===== src/rtl/usart_host_ctrl_if.sv =====
// Register-port bundle between the host controller and one USARTn instance.
// The controller is the master; the USART register file is the slave.
interface usart_host_ctrl_if;
  logic [11:0] u_ram_Addr;
  logic        u_ramwe;
  logic        u_ramre;
  logic [7:0]  u_dbus_in;
  logic [7:0]  u_dbus_out;

  modport master (
    output u_ram_Addr, u_ramwe, u_ramre, u_dbus_in,
    input  u_dbus_out
  );

  modport slave (
    input  u_ram_Addr, u_ramwe, u_ramre, u_dbus_in,
    output u_dbus_out
  );
endinterface


===== src/rtl/usart_host_ctrl.sv =====
// Configures a USARTn after reset, then polls UCSRnA forever, draining RX
// first and round-robin arbitrating two TX byte producers into UDRn.
module usart_host_ctrl #(
  parameter logic [11:0] UBRR_VAL  = 12'd129,
  parameter logic [7:0]  UCSRA_VAL = 8'h00,
  parameter logic [7:0]  UCSRB_VAL = 8'h18,
  parameter logic [7:0]  UCSRC_VAL = 8'h06
) (
  input  logic              cp2,
  input  logic              ireset,
  usart_host_ctrl_if.master bus,
  output logic              cfg_done,
  input  logic              tx0_req,
  input  logic              tx1_req,
  input  logic [7:0]        tx0_data,
  input  logic [7:0]        tx1_data,
  output logic              tx0_ack,
  output logic              tx1_ack,
  output logic [7:0]        rx_data,
  output logic [2:0]        rx_err,
  output logic              rx_valid
);

  localparam logic [3:0] S_CFG0 = 4'd0;
  localparam logic [3:0] S_CFG1 = 4'd1;
  localparam logic [3:0] S_CFG2 = 4'd2;
  localparam logic [3:0] S_CFG3 = 4'd3;
  localparam logic [3:0] S_CFG4 = 4'd4;
  localparam logic [3:0] S_POLL = 4'd5;
  localparam logic [3:0] S_DEC  = 4'd6;
  localparam logic [3:0] S_RXRD = 4'd7;
  localparam logic [3:0] S_TXWR = 4'd8;

  localparam logic [11:0] A_UCSRA = 12'h0C0;
  localparam logic [11:0] A_UCSRB = 12'h0C1;
  localparam logic [11:0] A_UCSRC = 12'h0C2;
  localparam logic [11:0] A_UBRRL = 12'h0C4;
  localparam logic [11:0] A_UBRRH = 12'h0C5;
  localparam logic [11:0] A_UDR   = 12'h0C6;

  logic [3:0] state_q, state_d;
  logic       active_q, active_d;
  logic       st_rxc_q, st_rxc_d;
  logic       st_udre_q, st_udre_d;
  logic [2:0] st_err_q, st_err_d;
  logic       grant_q, grant_d;
  logic       last_grant_q, last_grant_d;
  logic       cfg_done_q, cfg_done_d;
  logic [7:0] rx_data_q, rx_data_d;
  logic [2:0] rx_err_q, rx_err_d;
  logic       rx_valid_q, rx_valid_d;
  logic       arb_sel;

  // Tie goes to whoever was not granted last; a lone requester always wins.
  assign arb_sel = (tx0_req && tx1_req) ? ~last_grant_q : tx1_req;

  always_comb begin
    state_d      = state_q;
    active_d     = 1'b1;
    st_rxc_d     = st_rxc_q;
    st_udre_d    = st_udre_q;
    st_err_d     = st_err_q;
    grant_d      = grant_q;
    last_grant_d = last_grant_q;
    cfg_done_d   = cfg_done_q;
    rx_data_d    = rx_data_q;
    rx_err_d     = rx_err_q;
    rx_valid_d   = 1'b0;
    if (active_q) begin
      case (state_q)
        S_CFG0: state_d = S_CFG1;
        S_CFG1: state_d = S_CFG2;
        S_CFG2: state_d = S_CFG3;
        S_CFG3: state_d = S_CFG4;
        S_CFG4: begin
          state_d    = S_POLL;
          cfg_done_d = 1'b1;
        end
        S_POLL: begin
          st_rxc_d  = bus.u_dbus_out[7];
          st_udre_d = bus.u_dbus_out[5];
          st_err_d  = bus.u_dbus_out[4:2];
          state_d   = S_DEC;
        end
        S_DEC: begin
          // Receive first so a pending character is never overrun by TX work.
          if (st_rxc_q) begin
            state_d = S_RXRD;
          end else if (st_udre_q && (tx0_req || tx1_req)) begin
            state_d = S_TXWR;
            grant_d = arb_sel;
          end else begin
            state_d = S_POLL;
          end
        end
        S_RXRD: begin
          rx_data_d  = bus.u_dbus_out;
          rx_err_d   = st_err_q;
          rx_valid_d = 1'b1;
          state_d    = S_POLL;
        end
        S_TXWR: begin
          last_grant_d = grant_q;
          state_d      = S_POLL;
        end
        default: state_d = S_CFG0;
      endcase
    end
  end

  // Bus strobes decode straight from the state so an async reset kills them at once;
  // active_q holds the bus quiet until the first edge after release.
  always_comb begin
    bus.u_ram_Addr = 12'h000;
    bus.u_ramwe    = 1'b0;
    bus.u_ramre    = 1'b0;
    bus.u_dbus_in  = 8'h00;
    tx0_ack        = 1'b0;
    tx1_ack        = 1'b0;
    if (active_q) begin
      case (state_q)
        S_CFG0: begin
          bus.u_ram_Addr = A_UBRRH;
          bus.u_ramwe    = 1'b1;
          bus.u_dbus_in  = {4'b0000, UBRR_VAL[11:8]};
        end
        S_CFG1: begin
          bus.u_ram_Addr = A_UBRRL;
          bus.u_ramwe    = 1'b1;
          bus.u_dbus_in  = UBRR_VAL[7:0];
        end
        S_CFG2: begin
          bus.u_ram_Addr = A_UCSRA;
          bus.u_ramwe    = 1'b1;
          bus.u_dbus_in  = UCSRA_VAL;
        end
        S_CFG3: begin
          bus.u_ram_Addr = A_UCSRC;
          bus.u_ramwe    = 1'b1;
          bus.u_dbus_in  = UCSRC_VAL;
        end
        S_CFG4: begin
          bus.u_ram_Addr = A_UCSRB;
          bus.u_ramwe    = 1'b1;
          bus.u_dbus_in  = UCSRB_VAL;
        end
        S_POLL: begin
          bus.u_ram_Addr = A_UCSRA;
          bus.u_ramre    = 1'b1;
        end
        S_RXRD: begin
          bus.u_ram_Addr = A_UDR;
          bus.u_ramre    = 1'b1;
        end
        S_TXWR: begin
          bus.u_ram_Addr = A_UDR;
          bus.u_ramwe    = 1'b1;
          bus.u_dbus_in  = grant_q ? tx1_data : tx0_data;
          tx0_ack        = ~grant_q;
          tx1_ack        = grant_q;
        end
        default: ;
      endcase
    end
  end

  always_ff @(posedge cp2 or negedge ireset) begin
    if (!ireset) begin
      state_q      <= S_CFG0;
      active_q     <= 1'b0;
      st_rxc_q     <= 1'b0;
      st_udre_q    <= 1'b0;
      st_err_q     <= 3'b000;
      grant_q      <= 1'b0;
      last_grant_q <= 1'b1;
      cfg_done_q   <= 1'b0;
      rx_data_q    <= 8'h00;
      rx_err_q     <= 3'b000;
      rx_valid_q   <= 1'b0;
    end else begin
      state_q      <= state_d;
      active_q     <= active_d;
      st_rxc_q     <= st_rxc_d;
      st_udre_q    <= st_udre_d;
      st_err_q     <= st_err_d;
      grant_q      <= grant_d;
      last_grant_q <= last_grant_d;
      cfg_done_q   <= cfg_done_d;
      rx_data_q    <= rx_data_d;
      rx_err_q     <= rx_err_d;
      rx_valid_q   <= rx_valid_d;
    end
  end

  assign cfg_done = cfg_done_q;
  assign rx_data  = rx_data_q;
  assign rx_err   = rx_err_q;
  assign rx_valid = rx_valid_q;

endmodule


===== src/flat_wrapper.sv =====
// flat-port wrapper written by rule: the top's interface ports become plain ports
module usart_host_ctrl_flat 
#(
  parameter logic [11:0] UBRR_VAL  = 12'd129,
  parameter logic [7:0]  UCSRA_VAL = 8'h00,
  parameter logic [7:0]  UCSRB_VAL = 8'h18,
  parameter logic [7:0]  UCSRC_VAL = 8'h06
)
  (cp2, ireset, cfg_done, tx0_req, tx1_req, tx0_data, tx1_data, tx0_ack, tx1_ack, rx_data, rx_err, rx_valid, bus_u_ram_Addr, bus_u_ramwe, bus_u_ramre, bus_u_dbus_in, bus_u_dbus_out);
  usart_host_ctrl_if bus_i ();
  input  logic cp2;
  input  logic ireset;
  output logic cfg_done;
  input  logic tx0_req;
  input  logic tx1_req;
  input  logic [7:0] tx0_data;
  input  logic [7:0] tx1_data;
  output logic tx0_ack;
  output logic tx1_ack;
  output logic [7:0] rx_data;
  output logic [2:0] rx_err;
  output logic rx_valid;
  output wire logic [$bits(bus_i.u_ram_Addr)-1:0] bus_u_ram_Addr;
  output wire logic [$bits(bus_i.u_ramwe)-1:0] bus_u_ramwe;
  output wire logic [$bits(bus_i.u_ramre)-1:0] bus_u_ramre;
  output wire logic [$bits(bus_i.u_dbus_in)-1:0] bus_u_dbus_in;
  input wire logic [$bits(bus_i.u_dbus_out)-1:0] bus_u_dbus_out;
  assign bus_u_ram_Addr = bus_i.u_ram_Addr;
  assign bus_u_ramwe = bus_i.u_ramwe;
  assign bus_u_ramre = bus_i.u_ramre;
  assign bus_u_dbus_in = bus_i.u_dbus_in;
  assign bus_i.u_dbus_out = bus_u_dbus_out;
  usart_host_ctrl #(.UBRR_VAL(UBRR_VAL), .UCSRA_VAL(UCSRA_VAL), .UCSRB_VAL(UCSRB_VAL), .UCSRC_VAL(UCSRC_VAL)) u_core (.cp2(cp2), .ireset(ireset), .bus(bus_i), .cfg_done(cfg_done), .tx0_req(tx0_req), .tx1_req(tx1_req), .tx0_data(tx0_data), .tx1_data(tx1_data), .tx0_ack(tx0_ack), .tx1_ack(tx1_ack), .rx_data(rx_data), .rx_err(rx_err), .rx_valid(rx_valid));
endmodule

===== config.mk =====
export PLATFORM = sky130hd
export DESIGN_NAME = usart_host_ctrl_flat
export DESIGN_NICKNAME = d
export VERILOG_FILES = /design/src/rtl/usart_host_ctrl_if.sv /design/src/rtl/usart_host_ctrl.sv /design/src/flat_wrapper.sv
export SDC_FILE = /design/constraint.sdc
export NUM_CORES = 1
export LEC_CHECK = 0
export BUFFER_PORTS_ARGS = -buffer_cell sky130_fd_sc_hd__buf_2
export CORE_MARGIN = 1
export CORE_UTILIZATION = 38
export CTS_BUF_LIST = sky130_fd_sc_hd__clkbuf_2
export CTS_CLUSTER_SIZE = 24
export DETAILED_ROUTE_END_ITERATION = 12
export GPL_TIMING_DRIVEN = 0
export HOLD_SLACK_MARGIN = 0.12
export PLACE_DENSITY = 0.67
export SLEW_MARGIN = 20
export SYNTH_ARGS = -nofsm -noshare
export SYNTH_HDL_FRONTEND = slang
export SYNTH_SLANG_ARGS = --single-unit

===== constraint.sdc =====
create_clock -name cp2 -period 1.54 [get_ports cp2]
set_input_delay 0.231 -clock cp2 [delete_from_list [all_inputs] [get_ports cp2]]
set_output_delay 0.231 -clock cp2 [all_outputs]
set_load 0.05 [all_outputs]

# After elaboration in Yosys (flattened, before gate mapping)
# Cells that the tools add are included.
word_totals:
  register_bits: 25
  out_inout_bits: 37
  elab_cells: 55
op_classes:
  n_mux: 19
  reduce_logical: 14
  n_eq_ne: 8
  bitwise_logic: 3
ops:
  columns: ["operator", "n"]
  rows:
  - ["case mux 8 bit (6 select lines)", 1]
  - ["case mux 8 bit (4 select lines)", 1]
  - ["case mux 4 bit (7 select lines)", 1]
  - ["== test 4 x 3 -> 1 bit, second input constant", 4]
  - ["two-way mux 8 bit", 2]
  - ["two-way mux 12 bit", 1]
  - ["two-way mux 1 bit", 11]
  - ["== test 4 x 2 -> 1 bit, second input constant", 2]
  - ["two-way mux 4 bit", 2]
  - ["AND reduction 2 bit", 4]
  - ["OR reduction 2 bit", 3]
  - ["OR reduction 6 bit", 1]
  - ["== test 4 x 1 -> 1 bit, second input constant", 1]
  - ["== test 4 bit, second input constant", 1]
  - ["zero test 4 bit", 1]
  - ["AND reduction 4 bit", 1]
  - ["NOT 1 bit", 3]
  - ["OR reduction 3 bit", 1]
  - ["logical AND 1 bit", 2]
  - ["logical OR 1 bit", 1]

# Depth between registers and ports, before layout
depth:
  depth_word: 5
  mapped_depth: 6

# Least setup slack after synthesis
# OpenSTA, ideal clock, no wires.
synth_timing:
  kind: "flip-flop to output port"
  from: "register u_core.state_q[0]"
  to: "output bus_u_ram_Addr[7]"
  stages_incl_launch_ff: 7
  path_buffers: 3
  setup_slack_ns: -0.723
  arrival_ns: 2.032
  path_cell_list: "dfrtp_1 buf_6 clkbuf_1 o21ai_0 nand2_1 a21oi_1 buf_4"
synth_via:
  elab_chain_cells: 4
  elab_cells_between_ends: 12
synth_rtl:
  columns: ["element", "line", "text"]
  rows:
  - ["from (decl)", "usart_host_ctrl.sv:41", "logic [3:0] state_q, state_d;"]
  - ["from (signal assigned)", "usart_host_ctrl.sv:181", "state_q <= state_d;"]
  - ["== test 4 x 3 -> 1 bit (tied with other cells)", "usart_host_ctrl.sv:121", "case (state_q)"]
  - ["OR reduction 2 bit (no line)", null, null]
  - ["case mux 8 bit (6 select lines) (*)", "usart_host_ctrl.sv:121", null]
  - ["two-way mux 12 bit (*)", "usart_host_ctrl.sv:120", "if (active_q) begin"]
  - ["to (decl)", "flat_wrapper.sv:23", "output wire logic [$bits(bus_i.u_ram_Addr)-1:0] bus_u_ram_Addr;"]
# Mark *: on every way between the ends. The rest lies on a longest branch, timed or not.

# Worst setup path in the final report
layout_timing:
  from: "register u_core.state_q[2]"
  to: "output tx1_ack"
layout_via:
  elab_chain_cells: 3
layout_rtl:
  columns: ["element", "line", "text"]
  rows:
  - ["== test 4 bit", "usart_host_ctrl.sv:121", null]
  - ["two-way mux 1 bit", "usart_host_ctrl.sv:121", null]
  - ["two-way mux 1 bit", "usart_host_ctrl.sv:120", null]
  - ["to (decl)", "flat_wrapper.sv:19", "output logic tx1_ack;"]
# No other way between the ends.

==> results by group <==
Setup path
  – WP data required: 1.31 ns
  – Reg2Reg Capture Point: u_core.grant_q
  – Crit path kind: register to primary output
  – Worst path max stage delay: 0.51 ns
  – CP max-delay cell: dfrtp_2
  – Crit. End Element: primary output
  – Worst Reg-to-Reg Cells: 5
  – Cell Chain, Critical Path: nor4b_4 > buf_4 > and3_4 > buf_8
  – Critical R2R Launch: u_core.state_q[3]
  – Worst Path Max Fanout: 4
  – Data arrival time of the worst path: around 1.7 ns
  – R2r setup slk: -0.12 ns
  – Worst setup SP type: register
  – CP Launch Point: u_core.state_q[2]

Synth
  – Number of enable flip-flop cells after synthesis: 0
  – Asr flop ratio synth: 1.00
  – Synth Register Bits: 25
  – Synthesized-area fraction occupied by adder cells: 0
  – Synthesized instance count: around 140
  – Post-synthesis simple-gate area fraction: 0.191
  – Synth Area in Compound Gates: 0.105
  – Synth top area cells: dfrtp_1 40%, mux2_2 11%, mux2_1 6.8%
  – Most frequent cell after synthesis: dfrtp_1
  – Top post-synthesis cells by count: 24 x dfrtp_1, 14 x mux2_2, 12 x nor2_1
  – Syn. warnings: 0
  – Largest family of logic cells by synthesized area: simple AND/OR/NAND/NOR gates
  – Yosys top cell area share: 0.401
  – Synthesized cell area: 1500 um2
  – Post-synth top area cell: dfrtp_1
  – Sequential area share after synthesis: 0.419
  – Xor/xnor share of the synthesized area: 0.00585
  – Post-synth cell types: 43
  – Multiplexer share of the synthesized area: 0.186
  – Syn_area_per_cell: 10.5 um2
  – Ys flop type: dfrtp_1

Place
  – GP Congestion: 0.882
  – Post-DP HPWL: around 2600 um
  – Buffers on Ports: 57
  – Placed Cells: ~250
  – Place WS: -0.340 ns

Finish
  – Ant. Diodes: 0
  – NumNets Final: approximately 270
  – Cell Count, Final, Fillers Out: 288
  – Synth-to-Final Area Change: 75.3%
  – Fraction of layout cells with a size suffix above 1: 0.663
  – Final design utilization: 0.706

Routing
  – Final antenna-violating net count: 0
  – 1st-pass router iterations: 4
  – DR iter-0 viols: 83
  – Post-Route WL: approximately 4400 um
  – DRC violations left: 0
  – Vias: approximately 1,400
  – Avg WL per Cell: roughly 15 um
  – Vias per cell: slightly below 5

Clock tree
  – Clk_lat worst skew: 0.33 ns
  – Inserted Clock Buffers: 3
  – Clk pin slew, worst setup/hold paths: approximately 0.22 ns
  – TritonCTS clock tree: built
  – CTS sink cnt: 25
  – Root Driver: clkbuf_2
  – Bufs on Longest Clock Path: 2
  – CTS H-tree lvls: 1

STA
  – Clock Skew: about 0.0095 ns
  – WHS: between 0.3 and 0.4 ns
  – Fmax achieved: 508 MHz
  – Rel. slew slack: 0.638
  – RSZ-0062 raised after global routing: yes
  – Setup-failing EPs final: 27
  – Worst Tran Pin Value: ~0.54 ns
  – Crit share post-route: 1.28
  – Final hold violation count: 0
  – Period minus WS final: slightly below 2 ns
  – Setup tns final: -6.56 ns
  – Final WS setup: -0.430 ns
  – Fin. max-slew vios: 0

Global route
  – Largest net degree at the start of global routing: 26
  – GR Overflow Total: 0
  – GRT Total Usage: 0.193
  – Vias in the first global route: ~1,400
  – Initial antenna violation count: 0
  – First-pass GRT wire length: 6400 um

Worst hold path
  – Worst hold path type: input pin to register
  – Hold path start: tx0_req
  – Hold path cells: 4
  – Worst Hold End: u_core.state_q[2]

Power
  – Leakage power: ~1.2 nW
  – PD cells: around 1700 nW/um2
  – Max IR drop VDD: between 1000 and 1500 uV

Run
  – # Max-Cap Violations: 0

Floorplanning
  – Chip width: 64.8 um
  – Initial core utilization: 0.403
  – Chip Height: approximately 65 um
  – # rows: 22
  – Die area: between 4000 and 5000 um2
  – Core Region: 3720 um2
  – # IOs: 65

Run status
  – Outcome: finished, violations left
  – Failing checks: setup timing
critical path, delay by kind of cell, from the launching register on:
| kind | cells | cell delay, ns |
|---|---|---|
| buffers and inverters | 2 | 0.35 |
| flip-flops | 1 | 0.51 |
| AND/OR/NAND/NOR | 2 | 0.54 |
layout by cell type (no fill, tap or decap), types with 3 or more instances in the layout:
| cell type | netlist | routed |
|---|---|---|
| buf_2 | 5 | 40 |
| buf_4 | 8 | 23 |
| dfrtp_1 | 24 | 21 |
| buf_6 | 2 | 20 |
| buf_8 | 0 | 10 |
| mux2_4 | 0 | 10 |
| nor2_4 | 0 | 9 |
| dlygate4sd3_1 | 0 | 9 |
| mux2_2 | 14 | 8 |
| conb_1 | 2 | 8 |
| nand2_1 | 9 | 7 |
| a21oi_4 | 0 | 5 |
| mux2_1 | 9 | 5 |
| clkbuf_2 | 0 | 4 |
| a21oi_2 | 0 | 3 |
| inv_1 | 4 | 3 |
| dfrtp_2 | 0 | 3 |
worst max path at each step:
stage	slack, ns	to	cells past startpoint
2_1_floorplan	-0.11	bus_u_ram_Addr[7]	6
5_1_grt	-0.53	bus_u_dbus_in[7]	5
3_3_place_gp	-0.32	bus_u_dbus_in[5]	4
4_1_cts	-0.45	bus_u_dbus_in[4]	6
3_5_place_dp	-0.34	bus_u_dbus_in[5]	4
6_report	-0.43	tx1_ack	4
cell families (layout without fill, tap and decap cells):
family / after synthesis / count (layout)
AOI/OAI and AO/OA: 24 / 24
and+or+nand+nor: 44 / 44
other: 2 / 8
muxes: 25 / 25
buffers and inverters: 21 / 113
xor gates and xnor gates: 1 / 1
DFF: 25 / 25
what timing repair did:
action | CTS | global route
cloned | 0 | 1
setup endpoints to repair | 18 | 32
hold buffers | 9 | 0
pin swaps | 6 | 11
resized for setup | 61 | 35
hold endpoints to repair | 34 | 0
buffers inserted | 5 | 16
final cells by class:
type,count,area (um2)
inverter,5,18.8
multi-input combinational,102,1020
fill,273,1090
clock buffer,4,20.0
buffer,16,170
timing repair buffer,88,708
tap,48,60.1
sequential,25,631
state kept, by name (all words and copies together) (netlist names):
signal	cells
u_core.st_rxc_q	1
u_core.rx_valid	1
u_core.active_q	1
u_core.st_err_q	3
u_core.state_q	4
u_core.grant_q	1
u_core.rx_data	8
u_core.st_udre_q	1
u_core.rx_err	3
u_core.last_grant_q	1
u_core.cfg_done	1
power breakdown:
group / internal [mW] / leakage, nW / switching (mW)
clock network: 0.0687 / 0.0166 / 0.180
logic: 1.36 / 0.897 / 1.86
registers: 0.931 / 0.290 / 0.184
total: 2.36 / 1.20 / 2.23
layer usage:
layer,track usage,wire length [um],vias to the layer above
met5,0,0,-
met1,0.237,1780,691
li1,-,-,674
met3,0.0246,181,7
met2,0.353,2330,51
met4,0.0444,65,0
through the flow:
stage / power, mW / area (um2)
after floorplan: 3.05 / 1670
after global placement: 3.46 / 2010
after detailed placement: 3.53 / 2010
after CTS: 4.11 / 2370
after global routing: 4.83 / 2620
final: 4.58 / 2620
Power figures use the tool's default switching activity.
